**config.mk**
```make
export PLATFORM = sky130hd
export DESIGN_NAME = mem_stage_lsu
export DESIGN_NICKNAME = d
export VERILOG_FILES = /design/src/rtl/mem_stage_lsu.sv
export SDC_FILE = /design/constraint.sdc
export NUM_CORES = 1
export LEC_CHECK = 0
export ABC_AREA = 1
export CAP_MARGIN = 25
export CORE_AREA = 2 2 239 241
export CTS_CLUSTER_SIZE = 16
export DETAILED_ROUTE_END_ITERATION = 8
export DIE_AREA = 0 0 241 243
export PLACE_DENSITY_LB_ADDON = 0.3
export SKIP_CTS_REPAIR_TIMING = 1
export SYNTH_ARGS = -nofsm -noshare
export SYNTH_HDL_FRONTEND = slang
export SYNTH_SLANG_ARGS = --single-unit
```
**constraint.sdc**
```tcl
create_clock -name clk -period 6.03 [get_ports clk]
set_clock_uncertainty 0.1 [all_clocks]
set_input_delay 0.603 -clock clk [delete_from_list [all_inputs] [get_ports clk]]
set_output_delay 0.603 -clock clk [all_outputs]
set_load 0.1 [all_outputs]
```
**src/rtl/mem_stage_lsu.sv**
```systemverilog
// mem_stage_lsu: MEM-stage load/store unit for the RV64I pipeline.
// One data-memory access per load/store over a req/ready handshake. Load data is
// formatted, and upstream is stalled until the access completes. Non-memory
// instructions pass through combinationally.
// Handshake: dmem_req is registered and held with we/addr/be/wdata stable. The
// access completes in the first cycle where dmem_req && dmem_ready. dmem_ready
// is ignored outside ACCESS.
// Optional feature macro: MEM_MISALIGN_TRAP_EN. When defined, a misaligned
// H/W/D access traps (misalign_exc) instead of being aligned down.
module mem_stage_lsu #(
  parameter int unsigned TIMEOUT_CYCLES = 256
) (
  input  logic        clk,
  input  logic        reset_n,
  input  logic        valid_in,
  input  logic [63:0] alu_result_in,
  input  logic [63:0] store_data_in,
  input  logic [2:0]  funct3_in,
  input  logic        mem_read_in,
  input  logic        mem_write_in,
  input  logic [4:0]  rd_idx_in,
  input  logic        reg_write_in,
  input  logic [1:0]  mem_to_reg_in,
  input  logic [63:0] pc_plus4_in,
  output logic        dmem_req,
  output logic        dmem_we,
  output logic [63:0] dmem_addr,
  output logic [7:0]  dmem_be,
  output logic [63:0] dmem_wdata,
  input  logic        dmem_ready,
  input  logic [63:0] dmem_rdata,
  output logic        mem_stall,
  output logic        bus_err,
  output logic        misalign_exc,
  output logic [63:0] alu_result_out,
  output logic [63:0] mem_data_out,
  output logic [4:0]  rd_idx_out,
  output logic        reg_write_out,
  output logic [1:0]  mem_to_reg_out,
  output logic [63:0] pc_plus4_out,
  output logic [1:0]  dbg_state_o
);

  typedef enum logic [1:0] {S_IDLE = 2'd0, S_ACCESS = 2'd1, S_DONE = 2'd2} state_e;

  localparam int CW = $clog2(TIMEOUT_CYCLES + 1);

  state_e      state_q, state_d;
  logic        req_q, req_d, we_q, we_d;
  logic [63:0] addr_q, addr_d, wdata_q, wdata_d, data_q, data_d, pc_q, pc_d;
  logic [7:0]  be_q, be_d;
  logic [2:0]  f3_q, f3_d;
  logic [4:0]  rd_q, rd_d;
  logic        rw_q, rw_d;
  logic [1:0]  m2r_q, m2r_d;
  logic [CW-1:0] wait_q, wait_d;
  logic        bus_q, bus_d, mis_q, mis_d;

  logic [2:0]  off_in, lane_in;
  logic [7:0]  be_in;
  logic        mem_op_in;

  assign off_in    = alu_result_in[2:0];
  assign mem_op_in = valid_in & (mem_read_in | mem_write_in);

  // Raw doubleword -> register value: select the lane by offset, then extend.
  function automatic logic [63:0] fmt_load(input logic [2:0] f3, input logic [2:0] o,
                                           input logic [63:0] d);
    logic [63:0] sh;
    logic [63:0] r;
    sh = d;
    r  = d;
    case (f3[1:0])
      2'b00: begin
        sh = d >> {o, 3'b000};
        r  = f3[2] ? {56'd0, sh[7:0]} : {{56{sh[7]}}, sh[7:0]};
      end
      2'b01: begin
        sh = d >> {o[2:1], 4'b0000};
        r  = f3[2] ? {48'd0, sh[15:0]} : {{48{sh[15]}}, sh[15:0]};
      end
      2'b10: begin
        sh = d >> {o[2], 5'b00000};
        r  = f3[2] ? {32'd0, sh[31:0]} : {{32{sh[31]}}, sh[31:0]};
      end
      default: r = d;
    endcase
    return r;
  endfunction

  // Lane and byte enables of the incoming access; low offset bits below the size are dropped.
  always_comb begin
    lane_in = 3'd0;
    be_in   = 8'hFF;
    case (funct3_in[1:0])
      2'b00: begin lane_in = off_in;           be_in = 8'h01 << lane_in; end
      2'b01: begin lane_in = off_in & 3'b110;  be_in = 8'h03 << lane_in; end
      2'b10: begin lane_in = off_in & 3'b100;  be_in = 8'h0F << lane_in; end
      default: begin lane_in = 3'd0;           be_in = 8'hFF;            end
    endcase
    if (mem_read_in) be_in = 8'hFF;
  end

`ifdef MEM_MISALIGN_TRAP_EN
  logic mis_in;
  // Offset not a multiple of the access size.
  always_comb begin
    mis_in = 1'b0;
    case (funct3_in[1:0])
      2'b01:   mis_in = off_in[0];
      2'b10:   mis_in = |off_in[1:0];
      2'b11:   mis_in = |off_in;
      default: mis_in = 1'b0;
    endcase
  end
`endif

  // Next-state logic: latch the access in IDLE, wait for ready or timeout in ACCESS.
  always_comb begin
    state_d = state_q;
    req_d   = req_q;
    we_d    = we_q;
    addr_d  = addr_q;
    be_d    = be_q;
    wdata_d = wdata_q;
    data_d  = data_q;
    f3_d    = f3_q;
    rd_d    = rd_q;
    rw_d    = rw_q;
    m2r_d   = m2r_q;
    pc_d    = pc_q;
    wait_d  = wait_q;
    bus_d   = bus_q;
    mis_d   = mis_q;
    case (state_q)
      S_IDLE: begin
        bus_d = 1'b0;
        mis_d = 1'b0;
        if (mem_op_in) begin
          addr_d  = alu_result_in;
          be_d    = be_in;
          wdata_d = mem_write_in ? (store_data_in << {lane_in, 3'b000}) : 64'd0;
          f3_d    = funct3_in;
          rd_d    = rd_idx_in;
          rw_d    = reg_write_in;
          m2r_d   = mem_to_reg_in;
          pc_d    = pc_plus4_in;
          data_d  = 64'd0;
          wait_d  = '0;
          req_d   = 1'b1;
          we_d    = mem_write_in;
          state_d = S_ACCESS;
`ifdef MEM_MISALIGN_TRAP_EN
          if (mis_in) begin
            req_d   = 1'b0;
            we_d    = 1'b0;
            mis_d   = 1'b1;
            state_d = S_DONE;
          end
`endif
        end
      end
      S_ACCESS: begin
        if (dmem_ready) begin
          data_d  = we_q ? 64'd0 : fmt_load(f3_q, addr_q[2:0], dmem_rdata);
          req_d   = 1'b0;
          we_d    = 1'b0;
          state_d = S_DONE;
        end else if (wait_q == CW'(TIMEOUT_CYCLES - 1)) begin
          req_d   = 1'b0;
          we_d    = 1'b0;
          bus_d   = 1'b1;
          state_d = S_DONE;
        end else begin
          wait_d = wait_q + 1'b1;
        end
      end
      S_DONE: begin
        bus_d   = 1'b0;
        mis_d   = 1'b0;
        state_d = S_IDLE;
      end
      default: state_d = S_IDLE;
    endcase
  end

  // State and latched access registers; reset abandons any in-flight access.
  always_ff @(posedge clk or negedge reset_n) begin
    if (!reset_n) begin
      state_q <= S_IDLE;
      req_q   <= 1'b0;
      we_q    <= 1'b0;
      addr_q  <= 64'd0;
      be_q    <= 8'd0;
      wdata_q <= 64'd0;
      data_q  <= 64'd0;
      f3_q    <= 3'd0;
      rd_q    <= 5'd0;
      rw_q    <= 1'b0;
      m2r_q   <= 2'd0;
      pc_q    <= 64'd0;
      wait_q  <= '0;
      bus_q   <= 1'b0;
      mis_q   <= 1'b0;
    end else begin
      state_q <= state_d;
      req_q   <= req_d;
      we_q    <= we_d;
      addr_q  <= addr_d;
      be_q    <= be_d;
      wdata_q <= wdata_d;
      data_q  <= data_d;
      f3_q    <= f3_d;
      rd_q    <= rd_d;
      rw_q    <= rw_d;
      m2r_q   <= m2r_d;
      pc_q    <= pc_d;
      wait_q  <= wait_d;
      bus_q   <= bus_d;
      mis_q   <= mis_d;
    end
  end

  assign dmem_req    = req_q;
  assign dmem_we     = we_q;
  assign dmem_addr   = {addr_q[63:3], 3'b000};
  assign dmem_be     = be_q;
  assign dmem_wdata  = wdata_q;
  assign dbg_state_o = state_q;
  assign bus_err     = (state_q == S_DONE) & bus_q;
`ifdef MEM_MISALIGN_TRAP_EN
  assign misalign_exc = (state_q == S_DONE) & mis_q;
`else
  assign misalign_exc = 1'b0;
`endif

  // MEM/WB outputs: pass-through in IDLE, latched values otherwise, bubble while stalled.
  always_comb begin
    mem_stall      = 1'b0;
    alu_result_out = alu_result_in;
    mem_data_out   = 64'd0;
    rd_idx_out     = rd_idx_in;
    reg_write_out  = valid_in & reg_write_in;
    mem_to_reg_out = mem_to_reg_in;
    pc_plus4_out   = pc_plus4_in;
    if (state_q == S_IDLE) begin
      if (mem_op_in) begin
        mem_stall     = 1'b1;
        reg_write_out = 1'b0;
      end
    end else begin
      alu_result_out = addr_q;
      rd_idx_out     = rd_q;
      mem_to_reg_out = m2r_q;
      pc_plus4_out   = pc_q;
      if (state_q == S_ACCESS) begin
        mem_stall     = 1'b1;
        reg_write_out = 1'b0;
      end else begin
        mem_data_out  = data_q;
        reg_write_out = rw_q & ~bus_q & ~mis_q;
      end
    end
  end

endmodule
```
==> impl_metrics.yaml, run 1 <==
synth:
  synth.top_cell.area_share_pct: 42.2
  synth_ff_type: "dfrtp_1"
  netlist_top_cells_count: "909 x nand2_1, 398 x o21ai_0, 299 x inv_1"
  yosys_warnings: 0
  yosysSeqAreaShare_pct: 42.2
  synth_compound_area_share_pct: 16.7
  synth_mux_area_share_pct: 0
  yosysTopAreaCell: "dfrtp_1"
  synthArstFlopShare_pct: 100
  synth-simple-area-share_pct: 27.3
  synth_adder_area_share_pct: 0.146
  synth_cell_types: 37
  syn_inst: 2545
  syn_area_um2: 17200
  synthXorXnorAreaFrac_pct: 0.0511
  yosys_register_bits: 289
  postSynthAreaPerCell_um2: 6.74
  yosysMostFrequentCell: "nand2_1"
  synth_top_family_by_area: "simple AND/OR/NAND/NOR gates"
  synth_area_leaders: "dfrtp_1 42%, nand2_1 20%, o21ai_0 12%"
  synth_edf_count: 0
setup_path:
  crit_type: "flip-flop to output pin"
  r2r_cells: 9
  critPathSlowestCell: "clkdlybuf4s50_1"
  required_ps: 5330
  path_buf_inv: 3
  crit_path_start_kind: "flip-flop"
  cp_num_cells: 6
  cp_slowest_stage_delay_ps: 1190
  crit_family: "buffers and inverters"
  arrival_ps: 3640
  cp-end-kind: "output pin"
  crit_chain: "nor2_8, inv_6, buf_4, nand2_1, o21ai_0, clkdlybuf4s50_1"
  cp_max_fo: 127
sta:
  tns_ps: 0
  fin_crit_sh_pct: 72.0
  min_period_ps: 4340
  hold_viol_final: 0
  slew_headroom_pct: 23.9
  worst_pin_slew_ps: 1140
  grt_setup_unrepaired: "false"
  fmax_mhz: 230
  setup_viol: 0
  slew_violations: 0
global_routing:
  grt_pass1_vias: 16540
  grt_pass1_wl_mm: 99.8
  grt_usage_pct: 21.9
  antenna_found_initial: 3
  grt_overflow: 0
  grt_max_degree: 245
cts:
  cts.clk_slew.worst_paths_ps: 50
  cts_sinks: 289
  clockBufferDepth: 3
  clock_latency_ps: 550
  numCtsBuffers: 37
  root_buffer: "clkbuf_16"
  cts_tree: "done"
  cts.htree.levels: 2
die:
  coreArea_um2: 56000
  die_w_um: 241
  dieArea_um2: 58600
  start_util_pct: 30.7
  pin_count: 616
  rows: 87
  fp.dieH_um: 243
min_path:
  hp-class: "flip-flop to flip-flop"
  whs_path_depth: 2
placed_design:
  dpl.cell_count: 3713
  routabilityCongestion: 0.900
  post-dp-hpwl_mm: 48.5
  portBuffers: 611
layout:
  fin_cells: 3779
  post-route-util_pct: 44.0
  area.growth.synth_to_final_pct: 43.7
  layout-drive-gt1-share_pct: 4.00
  antenna-diode-count: 0
  final_nets: 3273
  fillers: 5810
detailed_routing:
  drtIter0Drc: 1401
  drt_first_pass_iters: 6
  viasPerCell: 4.68
  totalWireLength_mm: 66.4
  ant_nets: 0
  vias: 17695
  wire_per_inst_um: 17.6
  drc: 0
status:
  status: "finished, final reports clean"
run:
  max_cap_viol_count: 0
## cells in the final DEF (no fill, tap or decap), types with 4 or more instances in the layout
master and count:
nand3_1 135, o21ai_1 10, or2_2 8, conb_1 4, o21ai_0 398, clkbuf_16 39
inv_1 298, clkinv_2 4, o211ai_1 18, clkbuf_1 13, dfrtp_1 287, buf_4 18
nor2_2 4, buf_16 8, nor3_1 15, nor2_1 80, inv_2 7, nand2_1 908
clkdlybuf4s50_1 609, a21oi_1 113, o21ai_2 6
## through the flow
step | setup slack, ps | hold WS (ps) | area, µm²
floorplan | 1520 | 207 | 17200
global placement | 1800 | 363 | 23200
detailed placement | 2190 | 364 | 23500
CTS | 1610 | -167 | 24600
global route | 1370 | 394 | 24600
finish | 1690 | 377 | 24600
## path summary, 6_finish.rpt
kind / from / to / slack [ps]
setup / recovery: dbg_state_o[0] / alu_result_out[35] / 1690
hold / removal: data_q[23] / data_q[23] / 380
setup reg to reg: addr_q[2] / data_q[54] / 3100
hold reg to reg: data_q[23] / data_q[23] / 380
max in group asynchronous: reset_n / dmem_wdata[45] / 4090
min in group asynchronous: reset_n / addr_q[31] / 440
## tightest hold or removal path: stages, from the launching register on
cell	delay, ps
dfrtp_1	340
nand2_1	50
nand2_1	50
## kinds of logic after synthesis
family	after synthesis
AND/OR/NAND/NOR	1163
buffers and inverters	536
AO/OA/AOI/OAI	553
other	1
flip-flops	289
XOR/XNOR	1
adder cells (fa/ha/maj)	2
## sequential cells by signal, summed over array words and instances (netlist names)
name         flops
rd_q             5
bus_q            1
rw_q             1
pc_q            64
f3_q             3
dmem_req         1
addr_q          64
dmem_we          1
dmem_wdata      64
dbg_state_o      2
dmem_be          8
wait_q           9
data_q          64
m2r_q            2
## layout make-up
type	count	area [µm²]	area share (%)
repair buffers	640	6530	26.5
clock buffers	55	1070	4.33
well taps	756	946	3.84
multi-input cells	1723	7600	30.9
flip-flops and latches	289	7230	29.4
clock inverters	9	104	0.421
inverters	307	1160	4.71
## routing by layer
| metal | global-route usage [%] | share of wire, % | routed length [µm] |
|---|---|---|---|
| met2 | 36.9 | 48 | 31900 |
| met4 | 6.66 | 3.0 | 2020 |
| met1 | 27.4 | 41 | 27100 |
| met3 | 5.70 | 8.1 | 5410 |
| met5 | 0 | 0.041 | 27 |
Power of run 1 is not shown: default switching activity piles up to over one toggle a cycle in this logic, so the estimate is an artifact.
==> run 2, diff against run 1 <==
CORE_AREA = 2 2 238 240   (was 2 2 239 241)
DIE_AREA = 0 0 240 242   (was 0 0 241 243)
clock period = 3.6 ns   (was 6.03 ns; I/O delays follow)
==> run 2 against run 1 <==
- sequential share of layout area is 0.59 points higher
- first-iteration DRC count increased by 12%
- critical path depth unchanged
- largest cell class unchanged
- highest routed layer unchanged
==> impl_metrics.yaml, run 2 (same netlist as run 1, synthesis figures left out) <==
status:
  status: "finished, final reports clean"
placed_design:
  routabilityCongestion: 0.936
  dpl_worst_slack_ps: 744
  post-dp-hpwl_mm: 49.0
  dpl.cell_count: 3722
  portBuffers: 611
run:
  max_cap_viol_count: 0
die:
  die_w_um: 240
  rows: 87
  fp.dieH_um: 242
  dieArea_um2: 58100
  coreArea_um2: 55700
  pin_count: 616
  start_util_pct: 30.8
sta:
  setup_ws_ps: 435
  setup_viol: 0
  slew_headroom_pct: 26.8
  worst_pin_slew_ps: 1100
  fmax_mhz: 316
  slew_violations: 0
  grt_setup_unrepaired: "false"
  hold_viol_final: 0
  fin_crit_sh_pct: 87.9
  min_period_ps: 3160
  whs_ps: 268
global_routing:
  grt_pass1_wl_mm: 99.6
  grt_max_degree: 243
  grt_pass1_vias: 16794
  grt_usage_pct: 22.0
  antenna_found_initial: 4
  grt_overflow: 0
layout:
  fin_cells: 3792
  final_common_cell: "nand2_1"
  area.growth.synth_to_final_pct: 40.8
  post-route-util_pct: 43.4
  final_nets: 3283
  seqCellArea_um2: 7230
  layout-drive-gt1-share_pct: 11.0
  fillers: 5792
  multi_input_comb_area_um2: 7600
  final_cell_mix: "908 x nand2_1, 407 x clkdlybuf4s50_1, 298 x inv_1, 287 x o21ai_0, 287 x dfrtp_1"
setup_path:
  cp_max_fo: 114
  crit_type: "flip-flop to output pin"
  r2r_cells: 9
  cp-end-kind: "output pin"
  timing.critical_path.from: "dbg_state_o[0]"
  worstSetupEndpoint: "alu_result_out[37]"
  r2r-end: "data_q[41]"
  arrival_ps: 2700
  crit_path_start_kind: "flip-flop"
  r2r_setup_slack_ps: 880
  required_ps: 3140
  r2r-start: "dbg_state_o[1]"
cts:
  clockBufferDepth: 3
  root_buffer: "clkbuf_16"
  numCtsBuffers: 38
  cts_sinks: 289
  cts_tree: "done"
  cts.clk_slew.worst_paths_ps: 60
  clock_latency_ps: 550
  cts.htree.levels: 2
detailed_routing:
  drt_first_pass_iters: 5
  totalWireLength_mm: 65.7
  drtIter0Drc: 1564
  ant_nets: 0
  viasPerCell: 4.67
  wire_per_inst_um: 17.3
  drc: 0
  vias: 17719
min_path:
  whs_path_depth: 3
  hp-class: "input port to flip-flop"
[run 2: changes by cell type in the layout (fill, tap and decap cells not counted), sizes merged]
cell | previous run | this run
buf | 30 | 241
bufinv | 2 | 0
clkdlybuf4s50 | 609 | 407
clkinv | 4 | 9
diode | 0 | 2
inv | 308 | 307
[run 2: worst min-delay path by stage]
stage | start | end | slack [ps]
after floorplan | reset_n | addr_q[0] | -40
after global placement | reset_n | addr_q[54] | 350
after detailed placement | reset_n | addr_q[48] | 350
after CTS | reset_n | data_q[24] | -250
after global routing | pc_plus4_in[62] | pc_q[62] | 270
final | funct3_in[2] | f3_q[2] | 270
[run 2: stage by stage]
stage	area (µm²)	setup TNS [ps]
after floorplan	17200	-16310
after global placement	22900	0
after detailed placement	23000	0
after CTS	24100	0
after global routing	24200	0
final	24200	0
[run 2: critical path: stages, from the launching register on]
cell     delay (ps)
dfrtp_1         610
nor2_8          130
inv_8           420
buf_4           360
nand2_1          80
o21ai_1         120
buf_4           330
[run 2: layer usage]
layer / up-vias / track usage [%] / share of wire [%]
met5: - / 0 / 0.015
met4: 2 / 7.42 / 3.1
met3: 97 / 5.16 / 8.1
met1: 8131 / 27.8 / 41
met2: 632 / 36.9 / 48
li1: 8857 / - / -
[run 2: final cells by class]
class                      count  share of cell area (%)
multi-input combinational   1723                    31.5
antenna                        2                  0.0207
clock buffer                  55                    4.41
tap                          756                    3.91
inverter                     307                    4.81
clock inverter                11                   0.357
timing repair buffer         649                    25.1
sequential                   289                    29.9
Power of run 2 is left out for the same reason.
==> run 3, diff against run 2 <==
CORE_AREA = 2 2 239 241   (was 2 2 238 240)
DIE_AREA = 0 0 241 243   (was 0 0 240 242)
clock period = 3.5 ns   (was 3.6 ns; I/O delays follow)
==> run 3 against run 2 <==
- hold slack improved by 3.6 ps
- sequential share of layout area down 1.7 points
- non-clock buffer count grew 3
- first-iteration DRC count fell by 9.5%
- die area grew 0.83%
- count of clock-buffer cells in the layout decreased by 8
- critical path type unchanged
- critical endpoint is now pc_plus4_out[58]
==> impl_metrics.yaml, run 3 (same netlist as run 1, synthesis figures left out) <==
sta:
  slew_violations: 0
  worst_pin_slew_ps: 1160
  fin_crit_sh_pct: 85.8
  slew_headroom_pct: 22.4
  fmax_mhz: 333
  setup_viol: 0
  grt_setup_unrepaired: "false"
  min_period_ps: 3000
  tns_ps: 0
  hold_viol_final: 0
setup_path:
  r2r_setup_slack_ps: 1070
  crit_family: "buffers and inverters"
  cp_slowest_stage_delay_ps: 520
  cp-end-kind: "output pin"
  r2r-start: "dbg_state_o[0]"
  r2r-end: "dmem_wdata[26]"
  crit_chain: "nor2_8, inv_8, buf_12, o21ai_0, buf_12"
  critPathSlowestCell: "dfrtp_1"
  crit_path_start_kind: "flip-flop"
  cp_max_fo: 70
  r2r_cells: 7
  arrival_ps: 2550
  crit_path_frequent_cell: "buf_12"
  required_ps: 3050
  path_buf_inv: 3
  crit_type: "flip-flop to output pin"
global_routing:
  grt_pass1_vias: 16492
  antenna_found_initial: 4
  grt_usage_pct: 22.6
  grt_overflow: 0
  grt_max_degree: 270
  grt_pass1_wl_mm: 102
layout:
  fillers: 5630
  fin_cells: 3789
  fin_area_um2: 25600
  multi_input_comb_area_um2: 7610
  final_nets: 3285
  final_common_cell: "nand2_1"
  seqCellArea_um2: 7230
  final_cell_mix: "908 x nand2_1, 399 x clkdlybuf4s50_1, 298 x inv_1, 287 x o21ai_0, 287 x dfrtp_1"
  area.growth.synth_to_final_pct: 49.3
  layout-drive-gt1-share_pct: 11.4
cts:
  root_buffer: "clkbuf_16"
  cts.htree.levels: 2
  cts_sinks: 289
  numCtsBuffers: 37
  clock_latency_ps: 550
  cts.clk_slew.worst_paths_ps: 60
  clockBufferDepth: 3
  cts_tree: "done"
die:
  pin_count: 616
  start_util_pct: 30.7
  rows: 87
  dieArea_um2: 58600
  coreArea_um2: 56000
  fp.dieH_um: 243
  die_w_um: 241
detailed_routing:
  ant_nets: 0
  wire_per_inst_um: 18.0
  drt_first_pass_iters: 6
  vias: 17906
  totalWireLength_mm: 68.1
  drc: 0
  drtIter0Drc: 1416
  viasPerCell: 4.73
placed_design:
  dpl.cell_count: 3725
  post-dp-hpwl_mm: 50.7
  routabilityCongestion: 0.925
  place_area_um2: 24400
  portBuffers: 611
min_path:
  hp-class: "input port to flip-flop"
  min_from: "pc_plus4_in[48]"
  holdPathEnd: "pc_q[48]"
  whs_path_depth: 3
status:
  status: "finished, final reports clean"
run:
  max_cap_viol_count: 0
==> run 3: cell count changes in the layout (fill, tap and decap cells not counted), sizes merged <==
| cell | previous run | this run |
|---|---|---|
| inv | 307 | 309 |
| diode | 2 | 1 |
| buf | 241 | 252 |
| clkdlybuf4s50 | 407 | 399 |
| bufinv | 0 | 3 |
| clkbuf | 55 | 47 |
| clkinv | 9 | 7 |
==> run 3: cell type report <==
cell class	instances	area share (%)
Clock buffer	47	3.88
Sequential cell	289	28.2
Inverter	307	4.54
Antenna cell	1	0.00977
Tap cell	756	3.69
Timing Repair Buffer	652	29.2
Clock inverter	14	0.718
Multi-Input combinational cell	1723	29.7
==> run 3: routing by layer <==
layer	global-route usage (%)	wire [µm]	vias up
met5	0	43	-
met4	6.70	1800	6
met3	5.49	5700	103
met2	38.4	33300	697
met1	28.1	27300	8238
li1	-	-	8862
==> run 3: worst max-delay path by stage <==
stage	from	to	slack [ps]	cells past startpoint
detailed placement	alu_result_in[2]	dmem_wdata[25]	740	7
floorplan	dbg_state_o[1]	alu_result_out[63]	-750	6
global placement	alu_result_in[2]	dmem_wdata[28]	790	7
CTS	dbg_state_o[0]	pc_plus4_out[58]	460	5
global route	dbg_state_o[0]	pc_plus4_out[58]	410	5
finish	dbg_state_o[0]	pc_plus4_out[58]	500	5
==> run 3: worst register-to-register path, delay by kind of cell (launching register included) <==
| family | cells | cell delay, ps |
|---|---|---|
| AND/OR/NAND/NOR | 4 | 1010 |
| flip-flops | 1 | 520 |
| buffers and inverters | 2 | 440 |
| AO/OA/AOI/OAI | 1 | 260 |
==> run 3: stage by stage <==
stage                     utilization (%)  hold WS, ps  setup slack, ps
after global routing                 45.8          273              408
after global placement               43.6          347              795
final                                45.8          271              497
after CTS                            45.7         -253              464
after floorplan                         -        -45.6             -752
after detailed placement             43.6          347              738
Power of run 3 is left out for the same reason.
